`src/rtl/mem_arbiter_if.sv`:
```
// rtl/mem_arbiter_if.sv - fetch/data request and memory bus bundle for mem_arbiter
interface mem_arbiter_if;
  logic        if_req;
  logic [31:0] if_addr;
  logic        if_ready;
  logic [31:0] if_rdata;
  logic        d_read;
  logic        d_write;
  logic        d_byte;
  logic [31:0] d_addr;
  logic [31:0] d_wdata;
  logic        d_ready;
  logic [31:0] d_rdata;
  logic        mem_req;
  logic        mem_we;
  logic [3:0]  mem_be;
  logic [31:0] mem_addr;
  logic [31:0] mem_wdata;
  logic [31:0] mem_rdata;
  logic        busy;

  modport slave (
    input  if_req, if_addr, d_read, d_write, d_byte, d_addr, d_wdata, mem_rdata,
    output if_ready, if_rdata, d_ready, d_rdata,
    output mem_req, mem_we, mem_be, mem_addr, mem_wdata, busy
  );

  modport master (
    output if_req, if_addr, d_read, d_write, d_byte, d_addr, d_wdata, mem_rdata,
    input  if_ready, if_rdata, d_ready, d_rdata,
    input  mem_req, mem_we, mem_be, mem_addr, mem_wdata, busy
  );
endinterface

```
`src/rtl/mem_arbiter.sv`:
```
// rtl/mem_arbiter.sv - fetch/data arbiter for a single-port fixed-latency memory
// Optional round-robin arbitration on simultaneous requests: MEM_ARB_ROUND_ROBIN_EN
module mem_arbiter #(
  parameter int MEM_LATENCY = 3,
  parameter int CNT_W       = 4
) (
  input logic          clk,
  input logic          reset,
  mem_arbiter_if.slave bus
);

  typedef enum logic [1:0] {IDLE, BUSY, DONE} state_t;

  state_t           state;
  logic [CNT_W-1:0] cnt;
  logic             owner_d;
  logic             lat_we;
  logic             lat_byte;
  logic [1:0]       lat_sel;
  logic             d_req;
  logic             grant_d;
  logic             grant_i;
  logic [7:0]       rd_byte;
`ifdef MEM_ARB_ROUND_ROBIN_EN
  logic             last_owner_d;
`endif

  always_comb begin
    d_req = bus.d_read | bus.d_write;
`ifdef MEM_ARB_ROUND_ROBIN_EN
    // On a tie the side that did not win last time goes first
    grant_d = d_req & (~bus.if_req | ~last_owner_d);
`else
    grant_d = d_req;
`endif
    grant_i = bus.if_req & ~grant_d;
  end

  always_comb begin
    rd_byte = bus.mem_rdata[7:0];
    case (lat_sel)
      2'd1:    rd_byte = bus.mem_rdata[15:8];
      2'd2:    rd_byte = bus.mem_rdata[23:16];
      2'd3:    rd_byte = bus.mem_rdata[31:24];
      default: rd_byte = bus.mem_rdata[7:0];
    endcase
  end

  always_ff @(posedge clk or posedge reset) begin
    if (reset) begin
      state         <= IDLE;
      cnt           <= '0;
      owner_d       <= 1'b0;
      lat_we        <= 1'b0;
      lat_byte      <= 1'b0;
      lat_sel       <= 2'd0;
      bus.if_ready  <= 1'b0;
      bus.if_rdata  <= '0;
      bus.d_ready   <= 1'b0;
      bus.d_rdata   <= '0;
      bus.mem_req   <= 1'b0;
      bus.mem_we    <= 1'b0;
      bus.mem_be    <= 4'h0;
      bus.mem_addr  <= '0;
      bus.mem_wdata <= '0;
      bus.busy      <= 1'b0;
`ifdef MEM_ARB_ROUND_ROBIN_EN
      last_owner_d  <= 1'b0;
`endif
    end else begin
      bus.if_ready <= 1'b0;
      bus.d_ready  <= 1'b0;
      case (state)
        IDLE: begin
          if (grant_d || grant_i) begin
            state       <= BUSY;
            bus.busy    <= 1'b1;
            bus.mem_req <= 1'b1;
            cnt         <= CNT_W'(MEM_LATENCY - 1);
            owner_d     <= grant_d;
`ifdef MEM_ARB_ROUND_ROBIN_EN
            last_owner_d <= grant_d;
`endif
            if (grant_d) begin
              lat_we        <= bus.d_write;
              lat_byte      <= bus.d_byte;
              lat_sel       <= bus.d_addr[1:0];
              bus.mem_we    <= bus.d_write;
              bus.mem_addr  <= {bus.d_addr[31:2], 2'b00};
              bus.mem_be    <= (bus.d_write && bus.d_byte) ? (4'b0001 << bus.d_addr[1:0]) : 4'hF;
              bus.mem_wdata <= bus.d_byte ? {4{bus.d_wdata[7:0]}} : bus.d_wdata;
            end else begin
              lat_we        <= 1'b0;
              lat_byte      <= 1'b0;
              lat_sel       <= 2'd0;
              bus.mem_we    <= 1'b0;
              bus.mem_addr  <= {bus.if_addr[31:2], 2'b00};
              bus.mem_be    <= 4'hF;
              bus.mem_wdata <= '0;
            end
          end
        end
        BUSY: begin
          if (cnt == '0) begin
            state         <= DONE;
            bus.mem_req   <= 1'b0;
            bus.mem_we    <= 1'b0;
            bus.mem_be    <= 4'h0;
            bus.mem_addr  <= '0;
            bus.mem_wdata <= '0;
            if (owner_d) begin
              bus.d_ready <= 1'b1;
              // Stores leave the last load result in place
              if (!lat_we) begin
                bus.d_rdata <= lat_byte ? {24'b0, rd_byte} : bus.mem_rdata;
              end
            end else begin
              bus.if_ready <= 1'b1;
              bus.if_rdata <= bus.mem_rdata;
            end
          end else begin
            cnt <= cnt - 1'b1;
          end
        end
        DONE: begin
          state    <= IDLE;
          bus.busy <= 1'b0;
        end
        default: begin
          state    <= IDLE;
          bus.busy <= 1'b0;
        end
      endcase
    end
  end

endmodule

```
`src/flat_wrapper.sv`:
```
// flat-port wrapper written by rule: the top's interface ports become plain ports
module mem_arbiter_flat 
#(
  parameter int MEM_LATENCY = 3,
  parameter int CNT_W       = 4
)
  (clk, reset, bus_if_req, bus_if_addr, bus_d_read, bus_d_write, bus_d_byte, bus_d_addr, bus_d_wdata, bus_mem_rdata, bus_if_ready, bus_if_rdata, bus_d_ready, bus_d_rdata, bus_mem_req, bus_mem_we, bus_mem_be, bus_mem_addr, bus_mem_wdata, bus_busy);
  mem_arbiter_if bus_i ();
  input logic clk;
  input logic reset;
  input wire logic [$bits(bus_i.if_req)-1:0] bus_if_req;
  input wire logic [$bits(bus_i.if_addr)-1:0] bus_if_addr;
  input wire logic [$bits(bus_i.d_read)-1:0] bus_d_read;
  input wire logic [$bits(bus_i.d_write)-1:0] bus_d_write;
  input wire logic [$bits(bus_i.d_byte)-1:0] bus_d_byte;
  input wire logic [$bits(bus_i.d_addr)-1:0] bus_d_addr;
  input wire logic [$bits(bus_i.d_wdata)-1:0] bus_d_wdata;
  input wire logic [$bits(bus_i.mem_rdata)-1:0] bus_mem_rdata;
  output wire logic [$bits(bus_i.if_ready)-1:0] bus_if_ready;
  output wire logic [$bits(bus_i.if_rdata)-1:0] bus_if_rdata;
  output wire logic [$bits(bus_i.d_ready)-1:0] bus_d_ready;
  output wire logic [$bits(bus_i.d_rdata)-1:0] bus_d_rdata;
  output wire logic [$bits(bus_i.mem_req)-1:0] bus_mem_req;
  output wire logic [$bits(bus_i.mem_we)-1:0] bus_mem_we;
  output wire logic [$bits(bus_i.mem_be)-1:0] bus_mem_be;
  output wire logic [$bits(bus_i.mem_addr)-1:0] bus_mem_addr;
  output wire logic [$bits(bus_i.mem_wdata)-1:0] bus_mem_wdata;
  output wire logic [$bits(bus_i.busy)-1:0] bus_busy;
  assign bus_i.if_req = bus_if_req;
  assign bus_i.if_addr = bus_if_addr;
  assign bus_i.d_read = bus_d_read;
  assign bus_i.d_write = bus_d_write;
  assign bus_i.d_byte = bus_d_byte;
  assign bus_i.d_addr = bus_d_addr;
  assign bus_i.d_wdata = bus_d_wdata;
  assign bus_i.mem_rdata = bus_mem_rdata;
  assign bus_if_ready = bus_i.if_ready;
  assign bus_if_rdata = bus_i.if_rdata;
  assign bus_d_ready = bus_i.d_ready;
  assign bus_d_rdata = bus_i.d_rdata;
  assign bus_mem_req = bus_i.mem_req;
  assign bus_mem_we = bus_i.mem_we;
  assign bus_mem_be = bus_i.mem_be;
  assign bus_mem_addr = bus_i.mem_addr;
  assign bus_mem_wdata = bus_i.mem_wdata;
  assign bus_busy = bus_i.busy;
  mem_arbiter #(.MEM_LATENCY(MEM_LATENCY), .CNT_W(CNT_W)) u_core (.clk(clk), .reset(reset), .bus(bus_i));
endmodule
```
`config.mk`:
```
export PLATFORM = sky130hd
export DESIGN_NAME = mem_arbiter_flat
export DESIGN_NICKNAME = d
export VERILOG_FILES = /design/src/rtl/mem_arbiter_if.sv /design/src/rtl/mem_arbiter.sv /design/src/flat_wrapper.sv
export SDC_FILE = /design/constraint.sdc
export NUM_CORES = 1
export LEC_CHECK = 0
export ABC_AREA = 1
export CORE_ASPECT_RATIO = 0.6
export CORE_MARGIN = 3
export CORE_UTILIZATION = 38
export DETAILED_ROUTE_END_ITERATION = 7
export GPL_ROUTABILITY_DRIVEN = 1
export PLACE_DENSITY = 0.7
export SLEW_MARGIN = 30
export SYNTH_ARGS = -nofsm -noshare
export SYNTH_HDL_FRONTEND = slang
export SYNTH_SLANG_ARGS = --single-unit
```
`constraint.sdc`:
```
create_clock -name clk -period 5.13 [get_ports clk]
set_input_delay 0.513 -clock clk [delete_from_list [all_inputs] [get_ports clk]]
set_output_delay 0.513 -clock clk [all_outputs]
set_load 0.02 [all_outputs]
```
**Word level (Yosys, flattened, before mapping)**

Cells that the tools add are included.

- Logic and storage cells: 79
- Register bits: 148

- Reductions and logical operators: 12
- Muxes and demuxes: 36
- $add $sub $neg: 1
- Equal/unequal tests: 7
- Bitwise logic cells: 6
- Shift operators: 1

Operators by type and width:

| operator | count |
|---|---|
| 2-to-1 mux 32 bit | 7 |
| one-hot mux 32 bit (2 select lines) | 2 |
| 2-to-1 mux 4 bit | 6 |
| one-hot mux 8 bit (3 select lines) | 1 |
| one-hot mux 4 bit (2 select lines) | 2 |
| 2-to-1 mux 1 bit | 11 |
| AND reduction 3 bit | 3 |
| 2-to-1 mux 2 bit | 3 |
| one-hot mux 1 bit (2 select lines) | 3 |
| AND reduction 2 bit | 3 |
| == test 2 x 1 -> 1 bit (second input constant) | 2 |
| == test 2 bit (second input constant) | 2 |
| logical NOT 4 bit | 1 |
| inequality test 2 x 1 -> 1 bit (second input constant) | 2 |
| inverter 1 bit | 4 |
| one-hot mux 2 bit (2 select lines) | 1 |
| AND reduction 4 bit | 1 |
| left shift 1 x 2 -> 4 bit (first input constant) | 1 |
| subtractor 4 x 1 -> 4 bit (second input constant) | 1 |
| logical NOT 2 bit | 1 |
| inequality test 2 bit (second input constant) | 1 |
| nonzero test 2 bit | 1 |
| AND 1 bit | 1 |
| logical AND 1 bit | 1 |
| 2 further kinds | 2 |

**Depth between registers and ports, before layout**

- Depth after elaboration: 6
- Mapped depth: 9
- Mapped depth without buffers: 8

**Worst setup path after synthesis**

Ideal clock, no wire load.

- Path kind: register -> register
- From: reg u_core.cnt[0]
- To: reg u_core.bus.mem_wdata[0]
- Required time: 5.013 ns
- Path buffers: 2
- Cell stages (with the launch flop): 10
- Arrival time: 1.350 ns
- Library setup time: 0.117 ns
- Slack: 3.663 ns
- Cell sequence: dfrtp_1 -> inv_1 -> ha_1 -> nand2_1 -> nand2_2 -> nand3_2 -> buf_4 -> buf_4 -> nand2_1 -> nand2_1

- Cells in the longest elaborated chain, start to end: 3

Ends and longest elaborated chain:

| element | line | source |
|---|---|---|
| start: declaration | mem_arbiter.sv:15 | `logic [CNT_W-1:0] cnt;` |
| start signal: assignment | mem_arbiter.sv:79 | `cnt <= CNT_W'(MEM_LATENCY - 1);` |
| start signal: assignment | mem_arbiter.sv:122 | `cnt <= cnt - 1'b1;` |
| logical NOT 4 bit | mem_arbiter.sv:104 | `if (cnt == '0) begin` |
| inequality test 2 x 1 -> 1 bit (no line) | n/a |  |
| AND reduction 3 bit (no line) | n/a |  |
| end signal: assignment | mem_arbiter.sv:91 | `bus.mem_wdata <= bus.d_byte ? {4{bus.d_wdata[7:0]}} : bus.d_wdata;` |
| end: declaration | mem_arbiter_if.sv:25 | `output mem_req, mem_we, mem_be, mem_addr, mem_wdata, busy` |

No other way between the ends.
A chain may end at the register's enable or synchronous reset.

**Worst setup path in the final report**

- From: reg u_core.cnt[0]
- To: reg u_core.bus.if_rdata[11]

- Cells in the longest elaborated chain, start to end: 2

Ends and longest elaborated chain:

| element | line | source |
|---|---|---|
| logical NOT 4 bit | mem_arbiter.sv:104 |  |
| AND reduction 3 bit (no line) | n/a |  |
| end signal: assignment | mem_arbiter.sv:119 | `bus.if_rdata <= bus.mem_rdata;` |
| end: declaration | mem_arbiter_if.sv:24 | `output if_ready, if_rdata, d_ready, d_rdata,` |

No other way between the ends.

==> results.py <==
metrics = {
    "clock_network": {
        "cts_tree": "done",
        "cts_resized": 0,
        "cts_hold_buf": 0,
        "htreeDepth": 4,
        "cts_root_buffer": "clkbuf_16",
        "clock_latency_ps": 410,
        "cts_setup_buffers": 0,
        "numCtsBuffers": 17,
        "cts_sinks": 146,
        "cts_buffer_depth": 2,
        "clkTransAtPathRegs_ps": 60,
    },
    "grt": {
        "grt_pass1_wl_um": 33900,
        "antenna_found_initial": 0,
        "overflow": 0,
        "grt_start_max_net_pins": 84,
        "grt_pass1_vias": 6134,
        "grt_usage_pct": 22.8,
    },
    "floorplanning": {
        "rows": 36,
        "die_w_um": 176,
        "coreArea_um2": 16600,
        "design.die.area_um2": 19000,
        "die_h_um": 108,
        "initial_core_util_pct": 39.7,
        "num_io_pins": 271,
    },
    "setup_path": {
        "cp_max_fo": 49,
        "cp-startpoint": "u_core.cnt[0]$_DFFE_PP0P_",
        "path_class": "reg -> reg",
        "critPathCaptureType": "flop",
        "cp.arrival_ps": 2660,
        "r2r-start": "u_core.cnt[0]$_DFFE_PP0P_",
        "critPathLaunchType": "flop",
        "cp.required_ps": 5470,
    },
    "drt": {
        "drc": 0,
        "viasPerCell": 4.69,
        "antenna_left": 0,
        "wl_met3_um": 2130,
        "vias": 6169,
        "wl_met2_um": 9270,
        "avgRoutedWirePerCell_um": 16.3,
        "drt_iter0_drc": 437,
        "met1_length_um": 9950,
        "wirelength_um": 21500,
        "firstDrtPassIters": 5,
        "highest_layer": "met4",
    },
    "power_and_ir_drop": {
        "ir_drop_mv": 0.253,
        "total_power_w": 0.00637,
        "powerDensity_nw_per_um2": 637,
        "cellLeakagePower_nw": 4.95,
    },
    "cells_and_area": {
        "layout_common_cells": "nand2_1 (413), clkdlybuf4s50_1 (266), dfrtp_1 (146), nand3_1 (54), inv_1 (38)",
        "layout-drive-gt1-share_pct": 7.37,
        "syn_to_final_growth_pct": 51.4,
        "fin_area_um2": 9990,
        "antenna_cells": 0,
        "nets": 1209,
        "final_common_cell": "nand2_1",
    },
    "placed_design": {
        "dpl_cell_area_um2": 9430,
        "place.gp.congestion": 0.811,
        "place_ws_ps": 2380,
        "dp_hpwl_um": 15400,
        "port_buffers": 266,
    },
    "logic_synthesis": {
        "ys_warn_count": 0,
        "synth_top_area_cell": "dfrtp_1",
        "syn_avg_cell_area_um2": 8.03,
        "yosysUniqueCellTypes": 26,
        "ys_ff_latch": 146,
        "synth_seq_area_share_pct": 55.4,
        "synth_area_leaders": "dfrtp_1 (55%), nand2_1 (24%), nand3_1 (4.1%), o211ai_1 (3.0%), or2_2 (2.5%)",
        "synth_area_um2": 6600,
        "syn_inst": 821,
        "synth_top_area_share_pct": 55.4,
    },
    "timing": {
        "hold_violations": 0,
        "maxSlewViolCount": 0,
        "max_freq_ghz": 0.430,
        "worstMarginPinSlew_ps": 899,
        "period_minus_slack_ps": 2330,
        "slew_headroom_pct": 39.8,
        "rsz0062_at_grt": "false",
        "fin_skew_ps": 10.0,
        "period_share_pct": 45.3,
        "setup_tns_ps": 0,
        "hold-worst-slack_ps": 470,
        "finalSetupViolations": 0,
        "finalWorstSetupSlack_ps": 2800,
    },
    "run_status": {
        "status": "finished, final reports clean",
    },
    "run": {
        "maxCapViolations": 0,
    },
    "min_path": {
        "hold_class": "reg -> reg",
        "hp-start": "u_core.bus.mem_wdata[19]$_DFFE_PP0P_",
    },
}
## worst max-delay path, stage by stage, from the launching register on
cell and delay [ps]:
dfrtp_1 370, inv_1 180, ha_1 200, nand2_1 120, nor2_4 130, nand2_2 510
inv_2 540, nand2_1 100, nand2_1 100
## flip-flops by register name (all words and copies together) (netlist names), 2 cells and up
name                  flops
u_core.bus.d_rdata       32
u_core.bus.if_rdata      32
u_core.bus.mem_wdata     32
u_core.bus.mem_addr      30
u_core.bus.mem_be         4
u_core.cnt                4
u_core.lat_sel            2
u_core.state              2
## cell usage after synthesis (all sizes together)
cell type / instances
dfrtp: 146
xor2: 1
inv: 45
clkbuf: 16
conb: 1
nor2: 26
nand3: 55
a21oi: 5
ha: 2
buf: 25
clkinv: 3
o211ai: 26
o22ai: 3
o21ai: 26
nand2: 415
or2: 26
## final timing paths
kind	endpoint	slack, ps	depth (start not counted)
min reg2reg	u_core.bus.mem_wdata[19]$_DFFE_PP0P_	470	2
max reg2reg	u_core.bus.if_rdata[11]$_DFFE_PP0P_	2800	8
max in group asynchronous	u_core.bus.d_rdata[28]$_DFFE_PP0P_	3510	3
max	u_core.bus.if_rdata[11]$_DFFE_PP0P_	2800	8
min	u_core.bus.mem_wdata[19]$_DFFE_PP0P_	470	2
min in group asynchronous	u_core.bus.if_rdata[1]$_DFFE_PP0P_	600	2
## cell families after synthesis
family / share of synthesized area [%]
AOI/OAI and AO/OA: 5.77
xor gates and xnor gates: 0.133
adders and majority gates: 0.379
buffers and inverters: 5.90
DFF: 55.4
other: 0.0569
and+or+nand+nor: 32.4
## layer usage
metal	up-vias	track usage [%]
met2	205	33.7
met3	6	9.05
met1	2892	31.8
li1	3066	-
met5	-	0
met4	0	4.63
## metrics by stage
step | cells | util, %
finish | 1314 | 60.1
global route | 1314 | 60.1
CTS | 1314 | 60.1
detailed placement | 1282 | 56.7
global placement | 1281 | 56.5
floorplan | 822 | -
## power by group
part,total [W],internal [W],switching [W]
Sequential,0.00199,0.00168,0.000312
Clock,0.00120,0.000678,0.000527
Combinational,0.00317,0.00132,0.00185
## cell type report
| class | count | area, µm² |
|---|---|---|
| fillers | 1527 | 6640 |
| flip-flops and latches | 146 | 3650 |
| repair buffers | 273 | 2740 |
| multi-input cells | 587 | 2570 |
| clock buffers | 19 | 433 |
| well taps | 228 | 285 |
| inverters | 48 | 185 |
| clock inverters | 13 | 126 |
Note: power is estimated with default switching activity, not from simulation.
